--- src/rtl/stream_capture_replay_pkg.sv ---
// Shared definitions for the capture/replay endpoint and its LFSR gate.
package stream_capture_replay_pkg;

  typedef enum logic [1:0] {
    CAPTURE = 2'd0,
    REPLAY  = 2'd1,
    DONE    = 2'd2
  } state_t;

  // Right-shifting Fibonacci form: bits 0,2,3,5 are taps 16,14,13,11.
  localparam logic [15:0] LFSR_TAPS = 16'h002D;

  function automatic int cnt_w(input int n);
    return $clog2(n + 1);
  endfunction

endpackage

--- src/rtl/lfsr16_gate.sv ---
// 16-bit Fibonacci LFSR; oBit is used as a pseudo-random handshake gate.
module lfsr16_gate
  import stream_capture_replay_pkg::*;
#(
  parameter logic [15:0] SEED = 16'hACE1
) (
  input  logic iCLK,
  input  logic iRST,
  output logic oBit
);

  logic [15:0] lfsr;

  always_ff @(posedge iCLK) begin
    if (iRST) lfsr <= SEED;
    else      lfsr <= {^(lfsr & LFSR_TAPS), lfsr[15:1]};
  end

  assign oBit = lfsr[0];

endmodule

--- src/rtl/stream_capture_replay.sv ---
// Capture SIZE beats on the AM side, then replay them in order on the BM side.
// Optional capture checksum: define STREAM_CAPTURE_REPLAY_CHECKSUM_EN.
module stream_capture_replay
  import stream_capture_replay_pkg::*;
#(
  parameter int          SIZE  = 10,
  parameter int          WIDTH = 8,
  parameter              BURST = "yes",
  parameter logic [15:0] SEED  = 16'hACE1
) (
  input  logic                       iCLK,
  input  logic                       iRST,
  input  logic                       iValid_AM,
  output logic                       oReady_AM,
  input  logic [WIDTH-1:0]           iData_AM,
  output logic                       oValid_BM,
  input  logic                       iReady_BM,
  output logic [WIDTH-1:0]           oData_BM,
  output logic [$clog2(SIZE+1)-1:0]  oCount,
  output logic                       oDone,
  output logic [WIDTH-1:0]           oChecksum
);

  localparam int             CW   = cnt_w(SIZE);
  localparam int             AW   = (SIZE > 1) ? $clog2(SIZE) : 1;
  localparam logic [CW-1:0]  LAST = CW'(SIZE - 1);

  state_t           state, state_nxt;
  logic [WIDTH-1:0] mem [SIZE];
  logic [CW-1:0]    wptr, rptr, wptr_d, rptr_d, rd_idx, count_d;
  logic             ready_d, valid_d, done_d, data_ld, wr_en;
  logic             lfsr_bit, g, accept, hs;

  lfsr16_gate #(.SEED(SEED)) u_gate (
    .iCLK (iCLK),
    .iRST (iRST),
    .oBit (lfsr_bit)
  );

  assign g      = (BURST == "yes") ? 1'b1 : lfsr_bit;
  assign accept = (state == CAPTURE) && iValid_AM && oReady_AM;
  assign hs     = (state == REPLAY) && oValid_BM && iReady_BM;

  always_ff @(posedge iCLK) begin
    if (iRST) state <= CAPTURE;
    else      state <= state_nxt;
  end

  always_comb begin
    state_nxt = state;
    unique case (state)
      CAPTURE: if (accept && wptr == LAST) state_nxt = REPLAY;
      REPLAY:  if (hs && rptr == LAST)     state_nxt = DONE;
      default: state_nxt = DONE;
    endcase
  end

  always_comb begin
    ready_d = 1'b0;
    valid_d = oValid_BM;
    done_d  = oDone;
    data_ld = 1'b0;
    wr_en   = 1'b0;
    wptr_d  = wptr;
    rptr_d  = rptr;
    rd_idx  = rptr;
    count_d = oCount;
    unique case (state)
      CAPTURE: begin
        wr_en   = accept;
        // Drop ready one cycle early so it is never high once the buffer is full.
        ready_d = g && ((wptr < LAST) || !accept);
        if (accept) begin
          wptr_d  = wptr + CW'(1);
          rptr_d  = '0;
          count_d = (wptr == LAST) ? '0 : oCount + CW'(1);
        end
      end
      REPLAY: begin
        if (hs) begin
          rptr_d  = rptr + CW'(1);
          count_d = oCount + CW'(1);
          if (rptr == LAST) begin
            valid_d = 1'b0;
            done_d  = 1'b1;
          end else begin
            valid_d = g;
            data_ld = 1'b1;
            rd_idx  = rptr + CW'(1);
          end
        end else if (!oValid_BM) begin
          valid_d = g;
          data_ld = 1'b1;
        end
      end
      default: valid_d = 1'b0;
    endcase
  end

  always_ff @(posedge iCLK) begin
    if (wr_en) mem[wptr[AW-1:0]] <= iData_AM;
  end

  always_ff @(posedge iCLK) begin
    if (iRST) begin
      oReady_AM <= 1'b0;
      oValid_BM <= 1'b0;
      oData_BM  <= '0;
      oCount    <= '0;
      oDone     <= 1'b0;
      wptr      <= '0;
      rptr      <= '0;
    end else begin
      oReady_AM <= ready_d;
      oValid_BM <= valid_d;
      oCount    <= count_d;
      oDone     <= done_d;
      wptr      <= wptr_d;
      rptr      <= rptr_d;
      if (data_ld) oData_BM <= mem[rd_idx[AW-1:0]];
    end
  end

`ifdef STREAM_CAPTURE_REPLAY_CHECKSUM_EN
  always_ff @(posedge iCLK) begin
    if (iRST)        oChecksum <= '0;
    else if (accept) oChecksum <= oChecksum + iData_AM;
  end
`else
  assign oChecksum = '0;
`endif

endmodule

--- config.mk ---
export PLATFORM = sky130hd
export DESIGN_NAME = stream_capture_replay
export DESIGN_NICKNAME = d
export VERILOG_FILES = /design/src/rtl/stream_capture_replay_pkg.sv /design/src/rtl/lfsr16_gate.sv /design/src/rtl/stream_capture_replay.sv
export SDC_FILE = /design/constraint.sdc
export NUM_CORES = 1
export LEC_CHECK = 0
export CAP_MARGIN = 20
export CORE_UTILIZATION = 54
export DETAILED_ROUTE_END_ITERATION = 12
export PLACE_DENSITY = 0.72
export SETUP_SLACK_MARGIN = 0.2
export SYNTH_ARGS = -nofsm -noshare
export SYNTH_HDL_FRONTEND = slang
export SYNTH_SLANG_ARGS = --single-unit
--- constraint.sdc ---
create_clock -name iCLK -period 2.2 [get_ports iCLK]
set_input_delay 0.44 -clock iCLK [delete_from_list [all_inputs] [get_ports iCLK]]
set_output_delay 0.44 -clock iCLK [all_outputs]
set_load 0.1 [all_outputs]
## Word level (Yosys, flattened, before mapping)

Memories as Yosys holds them, arrays and structs flattened. A register that Yosys moved wholly into a read port is not among the register bits.
Cells that the tools add are included.

- Output and inout port bits: 23
- ROM bits: 0
- Bits in writable memories: 80
- Memories: 1
- Bits in registers: 17
- Bits in latches: 0

Memory list:

| memory | words | width | read ports | clocked after memory_dff | wr ports | RTL line | RTL |
|---|---|---|---|---|---|---|---|
| mem | 10 | 8 | 1 | 1 | 1 | stream_capture_replay.sv:29 | `logic [WIDTH-1:0] mem [SIZE];` |

- $mul: 0
- Muxes and demuxes: 22
- $lt $le $gt $ge: 1
- Bitwise logic cells: 1
- Divide/modulo/power cells: 0
- Equality and inequality tests: 7
- Add/sub/neg operators: 3
- Shift-type cells: 0
- Reduce and logical (&&, ||, !) cells: 15

Operators with widths:

| kind | count |
|---|---|
| $mux W4 | 8 |
| $pmux W4 S2 | 2 |
| $add A4 B1 Y4 const B | 3 |
| $eq A4 B4 Y1 const B | 2 |
| $mux W1 | 8 |
| $logic_and A1 B1 Y1 | 6 |
| $reduce_and A3 Y1 | 2 |
| $lt A4 B4 Y1 const B | 1 |
| $mux W2 | 2 |
| $ne A2 B1 Y1 const B | 2 |
| $ne A2 B2 Y1 const B | 2 |
| $pmux W2 S2 | 1 |
| $reduce_and A2 Y1 | 2 |
| $eq A2 B1 Y1 const B | 1 |
| $logic_not A2 Y1 | 1 |
| $pmux W1 S2 | 1 |
| $reduce_bool A2 Y1 | 1 |
| $reduce_or A2 Y1 | 1 |
| $logic_not A1 Y1 | 1 |
| $logic_or A1 B1 Y1 | 1 |
| $not A1 Y1 | 1 |

## Logic depth before layout (Yosys ltp)

- Depth in word-level cells: 6
- Mapped depth: 10
- Gate-level depth less buffers: 7

## Least setup slack after synthesis

OpenSTA, ideal clock, no wires.

- Path kind: flip-flop to flip-flop
- Start: register oValid_BM
- End: register oData_BM[0], read port of mem
- Arrival time: 2244 ps
- Data required time: 2081 ps
- Buffers on the path: 1
- Setup slack: -163 ps
- Stages on the path, launching flop included: 7
- Clock period less this slack: 2363 ps
- Cells stage by stage: dfxtp_1 > nand4b_2 > or3_1 > buf_2 > nand2_2 > a311o_1 > o21ai_2

- Longest elaborated chain between the ends: 4
- Elaborated cells between the ends (all ways): 7
- Classes of those cells: 5 x mux; 2 x reduce/logical

RTL lines:

| element | RTL line | RTL |
|---|---|---|
| start: declaration | stream_capture_replay.sv:16 | `output logic oValid_BM,` |
| start signal: assignment | stream_capture_replay.sv:115 | `oValid_BM <= valid_d;` |
| $logic_and A1 B1 Y1 (2 in series) | stream_capture_replay.sv:42 | `assign hs = (state == REPLAY) && oValid_BM && iReady_BM;` |
| $mux W4 / $mux W1 (equally long branches) | stream_capture_replay.sv:80 | `if (hs) begin` |
| $mux W4 / $mux W1 (equally long branches) | stream_capture_replay.sv:68 | `unique case (state)` |
| end: declaration | stream_capture_replay.sv:18 | `output logic [WIDTH-1:0] oData_BM,` |

Several ways; a longest one is shown, not always the timed one.
A chain may end at the register's enable or synchronous reset.

## Final worst setup path

- Start: input port iReady_BM
- End: register oData_BM[7], read port of mem

- Longest elaborated chain between the ends: 3
- Elaborated cells between the ends (all ways): 5
- Classes of those cells: 4 x mux; 1 x reduce/logical

RTL lines:

| element | RTL line | RTL |
|---|---|---|
| start: declaration | stream_capture_replay.sv:17 | `input logic iReady_BM,` |
| $logic_and A1 B1 Y1 (*) | stream_capture_replay.sv:42 |  |
| $mux W4 / $mux W1 (equally long branches) | stream_capture_replay.sv:80 |  |
| $mux W4 / $mux W1 (equally long branches) | stream_capture_replay.sv:68 |  |

Mark *: on every way between the ends. The rest lies on a longest branch, timed or not.

==> flow_summary.ini <==
[clock_network]
clk_latency_ns = 0.37
cts_root_buf = clkbuf_8
cts.sinks = 105
clk_path_buf_depth = 2
cts-htree-levels = 3
clkTransAtPathRegs_ns = 0.10
cts_buffers = 9
cts_tree = yes
ctsHoldBuffers = 0

[detailed_routing]
wl_per_cell_um = 20.7
drt_first_pass_iters = 4
via_count = 4385
wl_um = 14200
first_iter_violations = 431
drcViolationCount = 0
vias_per_cell = 6.39
ant_nets = 0

[place]
io_buffer_count = 26
post-place-ws_ns = -0.231
dp_hpwl_um = 9610
gp_congestion = 0.843

[timing]
tightest_slew_ns = 0.781
hold_viol = 0
period_minus_slack_ns = 2.00
setup_ws_ns = 0.200
rsz0062_at_grt = yes
fin_skew_ns = 0.00859
maxSlewHeadroom = 0.479
setup_viol = 0
post-route-period-util = 0.909
max_freq_mhz = 500
slew_viol_final = 0

[yosys]
ys_async_sr_fraction = 0
synth_edf_count = 80
synth.most_common_cell = edfxtp_1
ys.flop_type = edfxtp_1
yosysUniqueCellTypes = 53
synth.top_cells.by_count = 80 x edfxtp_1, 48 x nand2_1, 26 x nand4_1
synth.area.top_cells = edfxtp_1 43%, dfxtp_1 8.9%, a22o_1 3.7%
ys_ff_latch = 105
synth_area_mm2 = 0.00565
yosysWarnings = 0
yosysSeqAreaShare = 0.514
yosys.area.top_type_share = 0.426
syn-instance-count = 504
syn_area_per_cell_um2 = 11.2
synth_top_area_cell = edfxtp_1

[critical_path]
cp-start-kind = primary input
critPathMaxFanout = 7
cpLargestDelayFamily = compound AO/OA/AOI/OAI gates
required_ns = 2.47
slowest_stage = clkdlybuf4s50_1
worst_ep_arrival_time_ns = 2.27
critPathMaxStageDelay_ns = 0.55
path_cells = clkdlybuf4s50_1 > and4b_4 > a211oi_4 > buf_4 > a221oi_1 > a311o_1 > o21ai_2
path_buf_inv = 2
critPathKind = primary input to register
cp-end-kind = register

[power]
power_density_mw_per_mm2 = 518
power.leakage_uw = 0.00240
ir_drop_mv = 0.382

[floorplanning]
core_mm2 = 0.00995
die_height_um = 104
dieArea_mm2 = 0.0109
rows = 36
die_x_um = 104
io_pins = 35
initial_core_util = 0.567

[layout]
final_core_util = 0.672
fillers = 767
layout.nets = 567
register_area_mm2 = 0.00291
multi_input_area_mm2 = 0.00256
antennaDiodeCount = 0
layout-drive-gt1-share = 0.222
area_delta_synth_final_pct = 18.4

[flow_run]
maxCapViolations = 0

[grt]
antenna_found_initial = 0
grt_util_all_layers = 0.265
grt_pass1_wl_um = 21900
grt_overflow = 0
grt_max_degree = 41
grt_pass1_vias = 4040

[run_status]
status = complete, no violations

[hold_path]
hp-class = register to register
==> worst paths after layout <==
check,start,to,slack [ns],cells after the start
setup / recovery,iReady_BM,oData_BM[7]$_SDFFE_PP0P_,0.20,7
hold / removal,oDone$_SDFFE_PP0P_,oDone$_SDFFE_PP0P_,0.50,2
hold reg to reg,oDone$_SDFFE_PP0P_,oDone$_SDFFE_PP0P_,0.50,2
setup reg to reg,rptr[0]$_SDFFE_PP0P_,oData_BM[6]$_SDFFE_PP0P_,0.27,6
==> cell type report <==
cell class	count	area share
sequential	105	0.435
clock buffer	10	0.0191
inverter	5	0.00281
timing repair buffer	79	0.129
tap	133	0.0249
multi-input combinational	348	0.383
clock inverter	6	0.00636
==> tightest hold or removal path: stages (launching register included) <==
cell	delay [ns]
dfxtp_1	0.35
nor2_1	0.05
nor2_1	0.07
==> what timing repair did <==
| item | 4_1_cts | 5_1_grt |
|---|---|---|
| gates resized for setup | 7 | 14 |
| pin swaps | 1 | 3 |
| buffers inserted | 0 | 5 |
| endpoints found under the hold margin | 0 | 0 |
| cloned | 1 | 1 |
| setup endpoints to repair | 7 | 8 |
==> layout by cell type (no fill, tap or decap), types with 13 or more instances in the layout <==
| cell type | n |
|---|---|
| o21bai_1 | 16 |
| nand4b_1 | 24 |
| edfxtp_1 | 80 |
| a22o_1 | 24 |
| buf_4 | 49 |
| buf_12 | 13 |
| nand4_1 | 26 |
| nand3_1 | 25 |
| dfxtp_1 | 22 |
| nand2b_1 | 25 |
| nor2_1 | 14 |
| a21oi_1 | 16 |
| nand2_1 | 48 |
==> power breakdown <==
part	internal, uW	total, uW	switching [uW]
clock network	415	1080	666
logic	61.3	224	163
registers	2150	2160	12.2
==> metrics by stage <==
step           power, uW  cells  hold WS [ns]  setup TNS (ns)  instance area (um^2)
2_1_floorplan       2350    511         0.482               0                  5680
3_3_place_gp        2420    663         0.454          -0.839                  6290
3_5_place_dp        2420    663         0.470           -1.53                  6290
4_1_cts             3480    680         0.496               0                  6530
5_1_grt             3580    686         0.512               0                  6690
6_report            3460    686         0.501               0                  6690
==> sequential cells by signal, summed over array words and instances (netlist names) <==
name / count
mem: 80
rptr: 4
oData_BM: 8
state: 2
oValid_BM: 1
oReady_AM: 1
wptr: 4
oDone: 1
oCount: 4
==> metal layers <==
metal	routed length, um	part of all wire	global-route usage	vias up
li1	-	-	-	2024
met1	6380	0.45	0.379	2145
met2	6540	0.46	0.408	187
met3	958	0.068	0.0414	29
met4	310	0.022	0.0969	0
met5	0	0	0	-
==> cells by family (layout without fill, tap and decap cells) <==
group / after synthesis / in the layout / synth area share
mux: 17 / 17 / 0.0479
fa+ha+maj: 7 / 7 / 0.0155
buf+inv: 58 / 100 / 0.0556
xor+xnor: 6 / 6 / 0.00931
simple gates: 195 / 195 / 0.201
flops: 105 / 105 / 0.514
compound gates: 115 / 115 / 0.156
other cells: 1 / 8 / 0.000664
(Power assumes the default switching activity.)
